===== src/rtl/seq_detect_param_if.sv =====
// rtl/seq_detect_param_if.sv - serial bit stream, pattern programming and match status bundle
interface seq_detect_param_if #(
  parameter int PAT_LEN = 4,
  parameter int CNT_W   = 8
);
  logic               x;
  logic               x_valid;
  logic               overlap;
  logic               pat_load;
  logic [PAT_LEN-1:0] pat_in;
  logic               z;
  logic [CNT_W-1:0]   match_count;
  logic               armed;

  modport master (
    output x, x_valid, overlap, pat_load, pat_in,
    input  z, match_count, armed
  );

  modport slave (
    input  x, x_valid, overlap, pat_load, pat_in,
    output z, match_count, armed
  );
endinterface


===== src/rtl/seq_detect_param.sv =====
// rtl/seq_detect_param.sv - programmable serial pattern detector with saturating match counter
module seq_detect_param #(
  parameter int                 PAT_LEN     = 4,
  parameter logic [PAT_LEN-1:0] DEFAULT_PAT = 4'b0110,
  parameter int                 CNT_W       = 8
) (
  input logic                clk,
  input logic                reset,
  seq_detect_param_if.slave  bus
);

  localparam int FILL_W = $clog2(PAT_LEN + 1);
  localparam logic [FILL_W-1:0] FILL_MAX = FILL_W'(PAT_LEN);
  localparam logic [FILL_W-1:0] FILL_ARM = FILL_W'(PAT_LEN - 1);

  typedef enum logic [1:0] {
    ST_EMPTY   = 2'd0,
    ST_FILLING = 2'd1,
    ST_ARMED   = 2'd2
  } state_t;

  state_t             state, state_n;
  logic [PAT_LEN-1:0] pattern, pattern_n;
  logic [PAT_LEN-1:0] history, history_n;
  logic [FILL_W-1:0]  fill, fill_n;
  logic [CNT_W-1:0]   count, count_n;
  logic               z_q, z_n;

  logic [PAT_LEN-1:0] new_hist;
  logic [FILL_W-1:0]  fill_inc;
  logic               match;

  assign new_hist = {history[PAT_LEN-2:0], bus.x};
  assign fill_inc = (fill == FILL_MAX) ? fill : fill + FILL_W'(1);
  assign match    = (state == ST_ARMED) && (new_hist == pattern);

  always_ff @(posedge clk) begin
    if (reset) begin
      state   <= ST_EMPTY;
      pattern <= DEFAULT_PAT;
      history <= '0;
      fill    <= '0;
      count   <= '0;
      z_q     <= 1'b0;
    end else begin
      state   <= state_n;
      pattern <= pattern_n;
      history <= history_n;
      fill    <= fill_n;
      count   <= count_n;
      z_q     <= z_n;
    end
  end

  always_comb begin
    pattern_n = pattern;
    history_n = history;
    fill_n    = fill;
    count_n   = count;
    z_n       = 1'b0;

    // A load restarts detection against the new pattern; any bit offered alongside it is dropped.
    if (bus.pat_load) begin
      pattern_n = bus.pat_in;
      history_n = '0;
      fill_n    = '0;
    end else if (bus.x_valid) begin
      history_n = new_hist;
      if (match) begin
        z_n = 1'b1;
        if (count != {CNT_W{1'b1}}) begin
          count_n = count + CNT_W'(1);
        end
        fill_n = bus.overlap ? fill_inc : '0;
      end else begin
        fill_n = fill_inc;
      end
    end

    if (fill_n == '0) begin
      state_n = ST_EMPTY;
    end else if (fill_n >= FILL_ARM) begin
      state_n = ST_ARMED;
    end else begin
      state_n = ST_FILLING;
    end
  end

  assign bus.z           = z_q;
  assign bus.match_count = count;
  assign bus.armed       = (state == ST_ARMED);

endmodule


===== src/flat_wrapper.sv =====
// flat-port wrapper written by rule: the top's interface ports become plain ports
module seq_detect_param_flat 
#(
  parameter int                 PAT_LEN     = 4,
  parameter logic [PAT_LEN-1:0] DEFAULT_PAT = 4'b0110,
  parameter int                 CNT_W       = 8
)
  (clk, reset, bus_x, bus_x_valid, bus_overlap, bus_pat_load, bus_pat_in, bus_z, bus_match_count, bus_armed);
  seq_detect_param_if #(.PAT_LEN(PAT_LEN), .CNT_W(CNT_W)) bus_i ();
  input logic clk;
  input logic reset;
  input wire logic [$bits(bus_i.x)-1:0] bus_x;
  input wire logic [$bits(bus_i.x_valid)-1:0] bus_x_valid;
  input wire logic [$bits(bus_i.overlap)-1:0] bus_overlap;
  input wire logic [$bits(bus_i.pat_load)-1:0] bus_pat_load;
  input wire logic [$bits(bus_i.pat_in)-1:0] bus_pat_in;
  output wire logic [$bits(bus_i.z)-1:0] bus_z;
  output wire logic [$bits(bus_i.match_count)-1:0] bus_match_count;
  output wire logic [$bits(bus_i.armed)-1:0] bus_armed;
  assign bus_i.x = bus_x;
  assign bus_i.x_valid = bus_x_valid;
  assign bus_i.overlap = bus_overlap;
  assign bus_i.pat_load = bus_pat_load;
  assign bus_i.pat_in = bus_pat_in;
  assign bus_z = bus_i.z;
  assign bus_match_count = bus_i.match_count;
  assign bus_armed = bus_i.armed;
  seq_detect_param #(.PAT_LEN(PAT_LEN), .DEFAULT_PAT(DEFAULT_PAT), .CNT_W(CNT_W)) u_core (.clk(clk), .reset(reset), .bus(bus_i));
endmodule

===== config.mk =====
export PLATFORM = sky130hd
export DESIGN_NAME = seq_detect_param_flat
export DESIGN_NICKNAME = d
export VERILOG_FILES = /design/src/rtl/seq_detect_param_if.sv /design/src/rtl/seq_detect_param.sv /design/src/flat_wrapper.sv
export SDC_FILE = /design/constraint.sdc
export NUM_CORES = 1
export LEC_CHECK = 0
export CAP_MARGIN = 20
export CELL_PAD_IN_SITES_DETAIL_PLACEMENT = 1
export CELL_PAD_IN_SITES_GLOBAL_PLACEMENT = 2
export CORE_MARGIN = 2
export CORE_UTILIZATION = 35
export CTS_BUF_LIST = sky130_fd_sc_hd__clkbuf_2 sky130_fd_sc_hd__clkbuf_4 sky130_fd_sc_hd__clkbuf_8
export DETAILED_ROUTE_END_ITERATION = 6
export HOLD_SLACK_MARGIN = 0.03
export PLACE_DENSITY_LB_ADDON = 0.1
export SKIP_CTS_REPAIR_TIMING = 1
export SLEW_MARGIN = 20
export SYNTH_ARGS = -nofsm -noshare
export SYNTH_HDL_FRONTEND = slang
export SYNTH_SLANG_ARGS = --single-unit

===== constraint.sdc =====
create_clock -name clk -period 2.6 [get_ports clk]
set_clock_uncertainty 0.05 [all_clocks]
set_input_delay 0.65 -clock clk [delete_from_list [all_inputs] [get_ports clk]]
set_output_delay 0.65 -clock clk [all_outputs]
set_load 0.01 [all_outputs]

# Word-level counts from Yosys, hierarchy flattened
# Index checks and enable logic that the tools add are counted.
dict set report totals {
  elab_cells 28
  regBits 21
  input_bits 10
}
dict set report classes {
  n_reduce_logical 6
  n_lt_le_gt_ge 1
  n_mux 7
  bitwise 2
  eq_ne 4
  addsub 2
}
# op n
set op_table {}
lappend op_table {{2-to-1 mux 3 bit} 5}
lappend op_table {{adder 8 x 1 -> 8 bit (second input constant)} 1}
lappend op_table {{!= test 8 bit (second input constant)} 1}
lappend op_table {{== test 4 bit} 1}
lappend op_table {{AND reduction 4 bit} 1}
lappend op_table {{OR reduction 2 bit} 2}
lappend op_table {{adder 3 x 1 -> 3 bit (second input constant)} 1}
lappend op_table {{== test 3 bit (second input constant)} 1}
lappend op_table {{greater-or-equal comparator 3 x 2 -> 1 bit (second input constant)} 1}
lappend op_table {{zero test 3 bit} 1}
lappend op_table {{OR reduction 3 bit} 1}
lappend op_table {{== test 2 bit (second input constant)} 1}
lappend op_table {{2-to-1 mux 2 bit} 1}
lappend op_table {{NOT 1 bit} 2}
lappend op_table {{logical AND 1 bit} 1}
lappend op_table {{2-to-1 mux 1 bit} 1}

# Logic depth before layout (Yosys ltp)
# Gate-level depths: netlist of run 1.
dict set report depth {
  word_depth 8
  depth_mapped 7
  depth_no_buf 7
}

# Worst setup path after synthesis of run 1
# OpenSTA, ideal clock, no wires.
dict set report synth_path {
  path_kind {in2reg}
  from {input port bus_x_valid}
  to {register u_core.count[5], in the netlist u_core.bus.match_count[5]}
  arrival_time_ns 1.767
  n_path_buf 1
  setup_slack_ns 0.662
  cell_stages 6
  cell_sequence {buf_4 and4bb_2 o211ai_4 nor2_4 and3_4 mux2_4}
}
dict set report synth_between {
  elab_chain_len 1
}
# element line
set synth_lines {}
lappend synth_lines {{from (decl)} flat_wrapper.sv:13} ;# input wire logic [$bits(bus_i.x_valid)-1:0] bus_x_valid;
lappend synth_lines {{AND reduction 4 bit (no source line)} -}
lappend synth_lines {{to (signal assigned)} seq_detect_param.sv:50} ;# count <= count_n;
lappend synth_lines {{to (decl)} seq_detect_param.sv:26} ;# logic [CNT_W-1:0] count, count_n;
# Every way passes these cells.
# A chain may end at the register's enable or synchronous reset.

# Final worst setup path of run 1
dict set report layout_path {
  from {register u_core.state[1]}
  to {output port bus_armed}
}
dict set report layout_between {
  elab_chain_len 1
}
# element line
set layout_lines {}
lappend layout_lines {{from (decl)} seq_detect_param.sv:22} ;# state_t state, state_n;
lappend layout_lines {{from (signal assigned)} seq_detect_param.sv:46} ;# state <= state_n;
lappend layout_lines {{== test 2 bit} seq_detect_param.sv:91} ;# assign bus.armed = (state == ST_ARMED);
lappend layout_lines {{to (decl)} flat_wrapper.sv:19} ;# output wire logic [$bits(bus_i.armed)-1:0] bus_armed;
# Every way passes these cells.

==> qor.csv, run 1 <==
stage,metric,value,unit
synth,synth_common_cells,"21 x dfxtp_1, 11 x nor2_1, 10 x nor3_1, 10 x xnor2_1",
finish,syn2layout_area_growth,24.20,%
placed_design,place_congestion,0.7819,
synth,synth_edf_count,0,
synth,ys_seq_area_share,39.86,%
critical_path,slowest_delay,0.56,ns
synth,yosysTopAreaCellShare,39.86,%
run,maxCapViolations,0,
synth,synth.largest_area_cell,dfxtp_1,
timing,period_needed,2.082,ns
timing,max_freq,480.3,MHz
synth,yosysUniqueCellTypes,38,
timing,fin_setup_tns,0,ns
grt,grt_pass1_wl,3939,µm
clock_tree,insertion_delay,0.30,ns
grt,antenna_found_initial,0,
synth,synth.top_cells.by_area,"dfxtp_1 40%, xnor2_1 8.3%, mux2i_1 4.7%",
timing,drv_slew,0,
grt,overflow,0,
pwr,peakVddDrop,0.2294,mV
floorplanning,core_area,2805,µm²
floorplanning,ios,20,
placed_design,placed_cell_area,1280,µm²
synth,dominantRegCellSynth,dfxtp_1,
clock_tree,cts_tree,built,
route,antenna_left,0,
hold_path,holdCritPathClass,reg -> reg,
grt,grt_max_degree,17,
critical_path,cp-start-kind,flop,
route,drcViolationCount,0,
route,routed_via_density,5.157,
timing,worst_slew_margin_rel,77.87,%
synth,synth_warnings,0,
synth,netlist_instances,113,
floorplanning,die_area,3469,µm²
finish,fin_cells,166,
route,drt_wl_total,2291,µm
timing,hold_violations,0,
critical_path,cp_slowest_cell,clkdlybuf4s50_1,
floorplanning,fp.dieW,58.90,µm
synth,avgSynthCellArea,9.334,µm²
critical_path,crit_type,reg -> out,
critical_path,path_buf_inv,1,
clock_tree,clockBufferDepth,2,
clock_tree,root_buffer,clkbuf_4,
critical_path,critPathMaxFanout,2,
finish,final_cell_area,1310,µm²
grt,grtUsageTotal,15.00,%
critical_path,endpoint_kind,primary output,
synth,yosysMostFrequentCell,dfxtp_1,
placed_design,dp_cells,162,
clock_tree,clk_pin_slew,0.11,ns
pwr,power_leakage,0.5143,nW
floorplanning,start_util,37.60,%
synth,async_flop_share,0,%
timing,rsz0062_at_grt,false,
finish,antenna_cells,0,
route,dr.pass1.iters,4,
floorplanning,fp.dieH,58.90,µm
placed_design,dpl.hpwl,1770,µm
clock_tree,clkSinkCount,21,
clock_tree,h-tree-depth,1,
timing,tightestPinTransition,0.3295,ns
route,wl_per_cell,13.80,µm
pwr,p_per_area,425.4,nW/µm²
synth,synthesis.nets,126,
grt,first_global_vias,891,
timing,min_period_over_period,80.08,%
floorplanning,rows,19,
critical_path,crit_required,1.90,ns
finish,drive_gt1_share,14.81,%
route,first_iter_violations,36,
clock_tree,cts_buffers,3,
critical_path,path_delay_family,buffers and inverters,
timing,finalSetupViolCount,0,
route,vias,856,
critical_path,crit_chain,"nor2b_1, clkdlybuf4s50_1",
status,status,"finished, final reports clean",
critical_path,arrival,1.38,ns
synth,netlist_area,1055,µm²
placed_design,port_buffers,19,
synth,ys_ff_latch,21,
finish,final_nets,149,
stage by stage:
stage	util (%)	setup WS, ns	power (mW)	hold WS [ns]
after floorplan	-	0.6621	0.3757	0.4269
after global placement	45.63	0.2623	0.3982	0.4567
after detailed placement	45.63	0.1811	0.4002	0.4597
after CTS	46.70	0.4944	0.5691	0.4876
after global routing	46.70	0.4464	0.5863	0.5300
final	46.70	0.5180	0.5572	0.4787
tightest hold or removal path, stage by stage (launching register included):
cell and delay, ns:
dfxtp_1 0.36, mux2i_1 0.07, nor2_1 0.07
final timing paths:
check	from	to	slack, ns	depth (start not counted)
worst max-delay path	u_core.state[1]$_SDFF_PP0_	bus_armed	0.52	2
worst max register to register	u_core.bus.match_count[0]$_SDFFE_PP0P_	u_core.bus.match_count[5]$_SDFFE_PP0P_	0.84	6
worst min register to register	u_core.pattern[0]$_SDFFE_PP0P_	u_core.pattern[0]$_SDFFE_PP0P_	0.48	2
worst min-delay path	u_core.pattern[0]$_SDFFE_PP0P_	u_core.pattern[0]$_SDFFE_PP0P_	0.48	2
cell families (layout without fill, tap and decap cells):
kind of cell | after synthesis | count (layout) | synth area share [%]
buf+inv | 8 | 30 | 3.914
mux | 6 | 6 | 6.168
simple gates | 49 | 49 | 27.29
compound gates | 16 | 16 | 10.91
flops | 21 | 21 | 39.86
xor+xnor | 10 | 10 | 8.303
fa+ha+maj | 3 | 3 | 3.559
cells in the final DEF (no fill, tap or decap), drive strengths merged, types with 5 or more instances in the layout:
| master | n |
|---|---|
| xnor2 | 10 |
| nor2 | 12 |
| a21oi | 6 |
| mux2i | 5 |
| nor3 | 10 |
| dfxtp | 21 |
| nand3 | 5 |
| nand2 | 6 |
| clkdlybuf4s50 | 19 |
routing by layer:
| metal | track usage [%] | part of all wire [%] |
|---|---|---|
| met1 | 17.23 | 45 |
| met2 | 27.30 | 51 |
| met3 | 3.956 | 3.4 |
| met4 | 3.896 | 0.65 |
| met5 | 0 | 0 |
flip-flops by register name (all words and copies together) (netlist names):
register                count
u_core.fill                 3
u_core.state                2
u_core.history              3
u_core.bus.z                1
u_core.pattern              4
u_core.bus.match_count      8
power by group:
group / leakage (nW) / switching, mW / total (mW) / internal (mW)
logic: 0.325 / 0.0267 / 0.0582 / 0.0315
clock network: 0.0184 / 0.0952 / 0.165 / 0.0703
registers: 0.171 / 0.00519 / 0.334 / 0.328
total: 0.514 / 0.127 / 0.557 / 0.430
cell type report:
class / count / area, µm²
well taps: 31 / 38.79
inverters: 4 / 15.01
multi-input cells: 84 / 593.1
clock buffers: 4 / 30.03
repair buffers: 22 / 212.7
fillers: 336 / 1495
flip-flops and latches: 21 / 420.4
(Power assumes the default switching activity.)
==> run 2, diff against run 1 <==
CORE_UTILIZATION = 32   (was 35)
clock period = 1.96 ns   (was 2.6 ns; I/O delays follow)
==> qor.csv, run 2 (synthesis results as in run 1) <==
stage,metric,value,unit,change
clock_tree,insertion_delay,0.30,ns,about the same
grt,overflow,0,,unchanged
placed_design,placed_cell_area,1341,µm²,was 1280 µm²
critical_path,path_buf_inv,1,,unchanged
pwr,power_leakage,0.5598,nW,was 0.5143 nW
critical_path,crit_type,reg -> out,,unchanged
timing,tightestPinTransition,0.3414,ns,was 0.3295 ns
floorplanning,die_area,3771,µm²,was 3469 µm²
clock_tree,clkSinkCount,21,,unchanged
critical_path,arrival,1.34,ns,was 1.38 ns
critical_path,endpoint_kind,primary output,,unchanged
timing,hold_violations,0,,unchanged
grt,grtUsageTotal,14.82,%,was 15.00%
finish,syn2layout_area_growth,30.25,%,was 24.20%
clock_tree,root_buffer,clkbuf_4,,unchanged
finish,multi_input_area,593.1,µm²,unchanged
clock_tree,clockBufferDepth,2,,unchanged
grt,antenna_found_initial,0,,unchanged
finish,fin_cells,185,,was 166
timing,drv_slew,0,,unchanged
critical_path,cp_slowest_cell,clkdlybuf4s50_1,,unchanged
run,maxCapViolations,0,,unchanged
finish,drive_gt1_share,18.44,%,was 14.81%
route,dr.pass1.iters,4,,unchanged
clock_tree,cts_buffers,3,,unchanged
critical_path,path_delay_family,buffers and inverters,,unchanged
placed_design,dp_cells,181,,was 162
timing,max_freq,532.8,MHz,
critical_path,crit_required,1.42,ns,was 1.90 ns
route,first_iter_violations,15,,was 36
finish,final_cell_area,1374,µm²,was 1310 µm²
route,wl_per_cell,13.30,µm,was 13.80 µm
finish,antenna_cells,0,,unchanged
clock_tree,cts_tree,built,,unchanged
pwr,p_per_area,545.1,nW/µm²,was 425.4 nW/µm²
finish,final_nets,155,,was 149
critical_path,slowest_delay,0.58,ns,was 0.56 ns
timing,finalSetupViolCount,0,,unchanged
floorplanning,fp.dieW,61.41,µm,was 58.90 µm
finish,mostFrequentLayoutCells,"21 x dfxtp_1, 18 x clkdlybuf4s50_1, 11 x nor2_1, 10 x xnor2_1, 10 x nor3_1",,"was 21 x dfxtp_1, 19 x clkdlybuf4s50_1, 11 x nor2_1, 10 x xnor2_1, 10 x nor3_1"
placed_design,port_buffers,19,,unchanged
hold_path,holdCritPathClass,reg -> reg,,unchanged
route,routed_via_density,4.714,,was 5.157
status,status,"finished, final reports clean",,unchanged
clock_tree,clk_pin_slew,0.11,ns,about the same
floorplanning,ios,20,,unchanged
timing,period_needed,1.877,ns,
placed_design,place_congestion,0.7961,,was 0.7819
finish,mostFrequentLayoutCell,dfxtp_1,,unchanged
floorplanning,rows,20,,was 19
timing,min_period_over_period,95.75,%,
grt,grt_pass1_wl,4029,µm,was 3939 µm
route,drcViolationCount,0,,unchanged
timing,rsz0062_at_grt,false,,unchanged
pwr,peakVddDrop,0.2511,mV,was 0.2294 mV
timing,worst_slew_margin_rel,77.06,%,was 77.87%
finish,fillers,379,,was 336
grt,grt_max_degree,14,,was 17
route,drt_wl_total,2460,µm,was 2291 µm
route,antenna_left,0,,unchanged
grt,first_global_vias,905,,was 891
finish,largest_reg_flops,8,,unchanged
critical_path,crit_chain,clkdlybuf4s50_1,,"was nor2b_1, clkdlybuf4s50_1"
critical_path,critPathMaxFanout,6,,was 2
floorplanning,start_util,33.99,%,was 37.60%
critical_path,cp-start-kind,flop,,unchanged
finish,regArea,420.4,µm²,unchanged
placed_design,dpl.hpwl,1948,µm,was 1770 µm
floorplanning,core_area,3103,µm²,was 2805 µm²
floorplanning,fp.dieH,61.41,µm,was 58.90 µm
route,vias,872,,was 856
clock_tree,h-tree-depth,1,,unchanged
-- run 2: cell count changes in the layout (fill, tap and decap cells not counted), sizes merged --
cell,change
buf,+6
clkdlybuf4s50,-1
dlymetal6s2s,+1
-- run 2: routing by layer --
metal | global-route usage, % | share of wire (%)
met1 | 17.96 | 47
met3 | 2.731 | 3.3
met4 | 7.295 | 0
met2 | 25.23 | 50
met5 | 0 | 0
-- run 2: path summary, 6_finish.rpt --
kind	from	to	slack, ns	depth (start not counted)
hold / removal	u_core.pattern[0]$_SDFFE_PP0P_	u_core.pattern[0]$_SDFFE_PP0P_	0.49	2
hold reg to reg	u_core.pattern[0]$_SDFFE_PP0P_	u_core.pattern[0]$_SDFFE_PP0P_	0.49	2
setup / recovery	u_core.bus.match_count[2]$_SDFFE_PP0P_	bus_match_count[2]	0.08	1
setup reg to reg	u_core.bus.match_count[0]$_SDFFE_PP0P_	u_core.bus.match_count[5]$_SDFFE_PP0P_	0.32	6
-- run 2: area by class of cell --
| class | count | area share [%] |
|---|---|---|
| inverter | 4 | 1.093 |
| tap | 44 | 4.007 |
| sequential | 21 | 30.60 |
| multi-input combinational | 84 | 43.17 |
| timing repair buffer | 28 | 18.94 |
| clock buffer | 4 | 2.186 |
-- run 2: power breakdown --
group	internal, mW	leakage [nW]	switching, mW	total, mW
Clock	0.0932	0.0184	0.131	0.224
Sequential	0.436	0.171	0.00725	0.443
Combinational	0.0448	0.371	0.0370	0.0818
-- run 2: per-stage QoR --
stage / util (%) / power, mW / setup TNS [ns] / worst slack, ns / hold WS (ns)
2_1_floorplan: - / 0.4983 / 0 / 0.1821 / 0.4269
3_3_place_gp: 43.23 / 0.5326 / -1.341 / -0.1908 / 0.4618
3_5_place_dp: 43.23 / 0.5354 / -1.684 / -0.2041 / 0.4690
4_1_cts: 44.19 / 0.7665 / 0 / 0.01724 / 0.4994
5_1_grt: 44.27 / 0.7959 / 0 / 0.001928 / 0.5141
6_report: 44.27 / 0.7489 / 0 / 0.08326 / 0.4911
